## src/rtl/uart_pkg.sv

```systemverilog
// Shared definitions for the feather UART demos: FSM states, ASCII constants and
// the nibble-to-hex-character helper.
package uart_pkg;

    typedef enum logic [2:0] {IDLE, PREFIX, HEX, CR, LF} state_t;

    localparam logic [7:0] ASCII_CR   = 8'h0D;
    localparam logic [7:0] ASCII_LF   = 8'h0A;
    localparam int         PREFIX_LEN = 7;
    localparam logic [8*PREFIX_LEN-1:0] MSG_PREFIX = "ICE40 #";

    function automatic logic [7:0] hex2ascii(input logic [3:0] n);
        return (n < 4'd10) ? (8'h30 + {4'h0, n}) : (8'h41 + {4'h0, n} - 8'd10);
    endfunction

endpackage

```

## src/rtl/period_timer.sv

```systemverilog
// Free-running period timer: one-cycle tick every CLK_HZ/1000*PERIOD_MS cycles.
module period_timer #(
    parameter int CLK_HZ    = 12_000_000,
    parameter int PERIOD_MS = 100
) (
    input  logic clk,
    input  logic rst,
    output logic tick
);

    localparam int PERIOD_CYCLES = CLK_HZ / 1000 * PERIOD_MS;
    localparam int W             = $clog2(PERIOD_CYCLES);

    logic [W-1:0] timer;

    assign tick = (timer == W'(PERIOD_CYCLES - 1));

    always_ff @(posedge clk) begin
        if (rst || tick)
            timer <= '0;
        else
            timer <= timer + W'(1);
    end

endmodule

```

## src/rtl/uart_msg_gen.sv

```systemverilog
// Streams "ICE40 #hhhh\r\n" to uart_tx over valid/ready, hhhh = completed-message count.
// Messages start on start or the periodic tick; one trigger may queue while busy.
module uart_msg_gen
    import uart_pkg::*;
#(
    parameter int CLK_HZ    = 12_000_000,
    parameter int PERIOD_MS = 100,
    parameter bit AUTO      = 1'b1
) (
    input  logic        clk,
    input  logic        rst,
    input  logic        start,
    output logic [7:0]  tx_data,
    output logic        tx_valid,
    input  logic        tx_ready,
    output logic        busy,
    output logic [15:0] msg_count
);

    state_t      state, state_n;
    logic [2:0]  idx, idx_n;
    logic [1:0]  nib, nib_n;
    logic [15:0] snap, snap_n;
    logic        pending, pend_n;
    logic        done;
    logic [15:0] done_cnt;
    logic [7:0]  prefix_char;
    logic        tick, trig, xfer;

    generate
        if (AUTO) begin : g_timer
            period_timer #(.CLK_HZ(CLK_HZ), .PERIOD_MS(PERIOD_MS)) u_timer (
                .clk  (clk),
                .rst  (rst),
                .tick (tick)
            );
        end else begin : g_no_timer
            assign tick = 1'b0;
        end
    endgenerate

    assign trig      = start | tick;
    assign tx_valid  = (state != IDLE);
    assign busy      = tx_valid;
    assign xfer      = tx_valid & tx_ready;
    assign msg_count = done_cnt;

    always_comb begin
        prefix_char = 8'h00;
        case (idx)
            3'd0:    prefix_char = MSG_PREFIX[55:48];
            3'd1:    prefix_char = MSG_PREFIX[47:40];
            3'd2:    prefix_char = MSG_PREFIX[39:32];
            3'd3:    prefix_char = MSG_PREFIX[31:24];
            3'd4:    prefix_char = MSG_PREFIX[23:16];
            3'd5:    prefix_char = MSG_PREFIX[15:8];
            3'd6:    prefix_char = MSG_PREFIX[7:0];
            default: prefix_char = 8'h00;
        endcase
    end

    // Output byte is a pure function of registered state, so it is stable while stalled.
    always_comb begin
        tx_data = 8'h00;
        case (state)
            PREFIX:  tx_data = prefix_char;
            HEX:     tx_data = hex2ascii(snap[{nib, 2'b00} +: 4]);
            CR:      tx_data = ASCII_CR;
            LF:      tx_data = ASCII_LF;
            default: tx_data = 8'h00;
        endcase
    end

    always_comb begin
        state_n = state;
        idx_n   = idx;
        nib_n   = nib;
        snap_n  = snap;
        pend_n  = pending;
        done    = 1'b0;
        if (state == IDLE) begin
            if (trig || pending) begin
                state_n = PREFIX;
                idx_n   = '0;
                snap_n  = done_cnt;
                pend_n  = 1'b0;
            end
        end else if (trig) begin
            pend_n = 1'b1;
        end
        case (state)
            PREFIX: if (xfer) begin
                if (idx == 3'(PREFIX_LEN - 1)) begin
                    state_n = HEX;
                    nib_n   = 2'd3;
                end else begin
                    idx_n = idx + 3'd1;
                end
            end
            HEX: if (xfer) begin
                if (nib == 2'd0) state_n = CR;
                else             nib_n   = nib - 2'd1;
            end
            CR: if (xfer) state_n = LF;
            LF: if (xfer) begin
                state_n = IDLE;
                done    = 1'b1;
            end
            default: ;
        endcase
    end

    always_ff @(posedge clk) begin
        if (rst) begin
            state    <= IDLE;
            idx      <= '0;
            nib      <= '0;
            snap     <= '0;
            pending  <= 1'b0;
            done_cnt <= '0;
        end else begin
            state    <= state_n;
            idx      <= idx_n;
            nib      <= nib_n;
            snap     <= snap_n;
            pending  <= pend_n;
            done_cnt <= done_cnt + {15'd0, done};
        end
    end

endmodule

```

## config.mk

```make
export PLATFORM = sky130hd
export DESIGN_NAME = uart_msg_gen
export DESIGN_NICKNAME = d
export VERILOG_FILES = /design/src/rtl/uart_pkg.sv /design/src/rtl/period_timer.sv /design/src/rtl/uart_msg_gen.sv
export SDC_FILE = /design/constraint.sdc
export NUM_CORES = 1
export LEC_CHECK = 0
export BUFFER_PORTS_ARGS = -buffer_cell sky130_fd_sc_hd__buf_2
export CORE_MARGIN = 4
export CORE_UTILIZATION = 60
export CTS_CLUSTER_DIAMETER = 40
export CTS_CLUSTER_SIZE = 25
export DETAILED_ROUTE_END_ITERATION = 6
export PLACE_DENSITY = 0.81
export SYNTH_ARGS = -nofsm -noshare
export SYNTH_HDL_FRONTEND = slang
export SYNTH_HIERARCHICAL = 1
export SYNTH_SLANG_ARGS = --single-unit
```

## constraint.sdc

```tcl
create_clock -name clk -period 4.15 [get_ports clk]
set_input_delay 0.2075 -clock clk [delete_from_list [all_inputs] [get_ports clk]]
set_output_delay 0.2075 -clock clk [all_outputs]
set_load 0.02 [all_outputs]
```

# Yosys cells after proc, flatten, opt, wreduce, memory -nomap -nowiden
# Index checks and enable logic that the tools add are counted.
# Widths: inputs -> output; s select.
# word_totals
ff_bits,62
in_bits,4
output_inout_bits,26
# classes
add_sub_neg,7
n_lt_le_gt_ge,1
eq_ne,16
n_shift,1
n_mux,27
bitwise_logic,2
reduce_logical,11
# op_table
operator,count
$pmux 7 s7,1
$mux 3,13
$pmux 8 s4,1
$add 21x1->21 const B,1
$eq 21x21->1 const B,1
$add 16x1->16,1
$shiftx 16x5->4,1
$eq 3x2->1 const B,4
$eq 3x3->1 const B,4
$pmux 3 s4,1
$add 7x4->8 const A,1
$mux 2,4
$mux 8,1
$ne 2x2->1 const B,4
$sub 8x4->8 const B,1
$add 6x4->7 const A,1
$eq 3x1->1 const B,2
$logic_not 3->1,2
$mux 1,5
$reduce_and 5->1,1
$lt 4x4->1 const B,1
$pmux 2 s2,1
$reduce_and 2->1,2
$reduce_bool 2->1,2
8 further kinds,9

# Depth between registers and ports, before layout
# depth
word_depth,8
mapped_depth,10
depth_no_buf,8

# Cells and area by module
# The synthesis kept the hierarchy.
# by_module_without_submodules
module,n_inst,cells_per_inst,area_each_um2,seq_area_each_um2
uart_msg_gen,1,266,2158.3,820.8
period_timer,1,111,1042.2,420.4

# Worst setup path before layout
# No wires, ideal clock.
# synth_path
path_kind,register -> output
start,register nib[0]
end,output tx_data[2]
t_arrival_ps,1825
t_required_ps,3943
path_slack_ps,2118
stages_incl_launch_ff,8
n_path_buf,1
cell_sequence,dfxtp_1 > buf_6 > mux4_2 > inv_1 > ha_1 > and4b_2 > a21oi_1 > o22ai_1
# synth_between
elab_chain_cells,5
word_cells_on_any_way,7
cone_classes,3 x add/sub; 1 x order compare; 1 x shift; 2 x mux
# synth_rtl
element,line_no,text
from (decl),uart_msg_gen.sv:22,"logic [1:0] nib, nib_n;"
from (signal assigned),uart_msg_gen.sv:124,nib <= nib_n;
$shiftx 16x5->4 *,uart_msg_gen.sv:67,"HEX: tx_data = hex2ascii(snap[{nib, 2'b00} +: 4]);"
$add 7x4->8,uart_pkg.sv:13,"return (n < 4'd10) ? (8'h30 + {4'h0, n}) : (8'h41 + {4'h0, n} - 8'd10);"
$sub 8x4->8,uart_pkg.sv:13,
$mux 8 *,uart_pkg.sv:13,
$pmux 8 s4 *,uart_msg_gen.sv:65,case (state)
to (decl),uart_msg_gen.sv:13,"output logic [7:0] tx_data,"
# Every way passes the cells marked *; elsewhere a longest branch is shown, timed or not.

# Worst setup path in the final report
# layout_path
start,register nib[0]
end,output tx_data[4]
# Same word-level chain as after synthesis.

==> metrics.md <==
| Metric | Value |
|---|---|
| Fin. max-slew vios | `0` |
| WP data required | `3940 ps` |
| Top cell type's share of synthesized area | `38.8%` |
| Clk_lat worst skew | `340 ps` |
| Status | `complete, no violations` |
| Crit end category | `output port` |
| Setup violations, final | `0` |
| # resized after CTS | `0` |
| Post-DR wirelength/cell | `14.0 um` |
| Dpl cells | `455` |
| Design area | `3480 sq um` |
| R2R Setup Slk | `1840 ps` |
| Die height | `81.0 um` |
| DR DRC count | `0` |
| Cell row count | `26` |
| CTS tree | `yes` |
| Pwr dens | `324 nW/um^2` |
| Crit Reg-Reg Endpoint | `snap[12]` |
| Yosys reg bits | `62` |
| FF-to-FF path depth | `7` |
| Worst reg2reg path startpoint | `g_timer.u_timer/timer[0]` |
| Cells after Synth | `377` |
| Sink Count | `62` |
| Worst-path fanout max | `7` |
| Dpl ws | `1870 ps` |
| Met3 capacity usage during global routing | `5.54%` |
| Post-synth ARST share | `0%` |
| Core Region | `5140 sq um` |
| GRT met1 Usage | `29.5%` |
| Main synth FF type | `dfxtp_1` |
| Tot GR Track Use | `21.8%` |
| DP HPWL | `4570 um` |
| Rel. slew slack | `39.3%` |
| Crit share post-route | `62.1%` |
| Vias | `2696` |
| Fin cells | `470` |
| Nets | `410` |
| Cts hold-fix bufs | `0` |
| Root buffer cell | `clkbuf_8` |
| FMAX | `0.388 GHz` |
| Worst Skew | `6.28 ps` |
| I/O Pins | `30` |
| Diode count | `0` |
| Die Wd | `81.0 um` |
| Fin crit period | `2580 ps` |
| Initial antenna violation count | `0` |
| Measured slew at the worst slew-check pin | `907 ps` |
| Initial DRC count | `189` |
| Hold depth | `3` |
| Register area share after synthesis | `38.8%` |
| DRT Pass-1 Iters | `4` |
| GP Congestion | `0.795` |
| Initial Util | `62.3%` |
| Worst hold path class | `in2reg` |
| Dominant cell type by area after synthesis | `dfxtp_1` |
| Hold Fails Final Rpt | `0` |
| Vias/cell | `5.74` |
| Total CTS buffers | `9` |
| Max IR drop VDD | `0.218 mV` |
| Worst setup SP type | `register` |
| Total gr overflow | `0` |
| WL final | `6590 um` |
| Area contributors post-synth | `dfxtp_1, nand2_1, a21oi_1` |
| HP Start | `start` |
| Net Count, Synth | `391` |
| Max cap viols | `0` |
| Arrival time worst endpoint | `2370 ps` |
| Synthesized cell area | `3200 sq um` |
| DIE AREA | `6570 sq um` |
| Syn_area_per_cell | `8.49 sq um` |
| Syn-to-layout area delta | `8.83%` |
| Yosys cell types | `58` |
| Post-route setup TNS | `0 ps` |
| Final worst slack | `1570 ps` |
| Global-route wire length before repair | `11200 um` |
| Post-route ant nets | `0` |
| CTS H-tree lvls | `3` |
| RSZ-0062 raised after global routing | `no` |
| Met2 usage | `34.2%` |
| Post-synth EDFFs | `0` |
| Worst hold slack | `182 ps` |
| Setup Fix Bufs, Post-CTS | `0` |
| I/O Buffers | `28` |
| DP Area | `3320 sq um` |
| Deepest clock path buffer count | `2` |
| Share of post-route cells with drive strength above 1 | `14.8%` |
| CP Class | `reg2out` |
| Hold endpoint | `pending` |
| Synthesis warning total | `6` |
| Clock Pin Slew Worst Setup and Hold Paths | `60 ps` |
| Number of global-route vias before repair | `2440` |
| GR peak layer | `met2` |
| LEAKAGE | `1.31 nW` |
| Largest net degree at the start of global routing | `47` |
cell usage in the layout, fill, tap and decap left out, types with 3 or more instances in the layout:
| cell type | synthesis | final |
|---|---|---|
| dfxtp_1 | 62 | 62 |
| nand2_1 | 48 | 48 |
| nor2_1 | 36 | 36 |
| a21oi_1 | 32 | 32 |
| buf_2 | 6 | 28 |
| nand3_1 | 19 | 19 |
| inv_1 | 16 | 16 |
| xor2_1 | 16 | 16 |
| o21ai_0 | 14 | 14 |
| nand4_1 | 12 | 12 |
| clkbuf_8 | 0 | 11 |
| and4_1 | 10 | 10 |
| ha_1 | 10 | 10 |
| nor2b_1 | 7 | 7 |
| or3_1 | 7 | 7 |
| xnor2_1 | 7 | 7 |
| nor3_1 | 6 | 6 |
| and3_1 | 5 | 5 |
| mux4_2 | 3 | 3 |
| o22ai_1 | 3 | 3 |
| clkbuf_1 | 8 | 3 |
| nor4_1 | 3 | 3 |
worst max-delay path: stages, from the launching register on:
cell and delay [ps]:
dfxtp_1 510, mux4_1 630, inv_1 90, ha_1 180, nor2b_1 60, o21ai_0 230
o2bb2ai_1 150, buf_2 180
synthesized netlist by cell type, types with 3 or more instances:
cell,number
nand3_1,19
nor2_1,36
xnor2_1,7
nor4_1,3
xor2_1,16
and4_1,10
a21oi_1,32
clkbuf_1,8
nand2_1,48
and3_1,5
mux4_2,3
dfxtp_1,62
nand4_1,12
nor2b_1,7
buf_2,6
o22ai_1,3
buf_6,3
o21ai_0,14
ha_1,10
inv_1,16
nor3_1,6
or3_1,7
state kept, by name, indices dropped and copies added, names as in the netlist:
signal and flops:
g_timer.u_timer/timer 21, idx 3, msg_count 16, nib 2
pending 1, snap 16, state 3
power breakdown:
group	leakage, nW	switching, mW	internal, mW
clock network	0.0865	0.219	0.246
logic	0.719	0.0434	0.0164
registers	0.500	0.00599	0.600
total	1.31	0.268	0.862
worst max path at each step:
| stage | from | end | cells past startpoint |
|---|---|---|---|
| global route | nib[0] | tx_data[4] | 7 |
| finish | nib[0] | tx_data[4] | 7 |
| global placement | g_timer.u_timer/timer[0] | idx[0] | 7 |
| detailed placement | g_timer.u_timer/timer[0] | idx[0] | 7 |
| floorplan | nib[0] | tx_data[2] | 7 |
| CTS | nib[0] | tx_data[4] | 7 |
metal layers:
layer	vias to the layer above	share of wire, %
met5	-	0
met1	1273	50
met3	9	3.7
met4	0	1.5
li1	1361	-
met2	53	45
kinds of logic after synthesis:
kind of cell               synth area share, %
AOI/OAI and AO/OA                         12.3
xor gates and xnor gates                  6.29
adders and majority gates                 3.91
buffers and inverters                     5.39
DFF                                       38.8
muxes                                     3.91
other                                    0.117
and+or+nand+nor                           29.3
through the flow:
stage,utilization [%],total power [mW]
floorplan,-,0.667
global placement,64.5,0.678
detailed placement,64.5,0.679
CTS,67.8,1.14
global route,67.8,1.17
finish,67.8,1.13
area by class of cell:
class / instances / area [sq um]
Sequential cell: 62 / 1240
Fill cell: 464 / 1660
Multi-Input combinational cell: 279 / 1790
Clock buffer: 14 / 163
Clock inverter: 1 / 5.00
Timing Repair Buffer: 28 / 140
Tap cell: 70 / 87.6
Inverter: 16 / 60.1
Power figures use the tool's default switching activity.
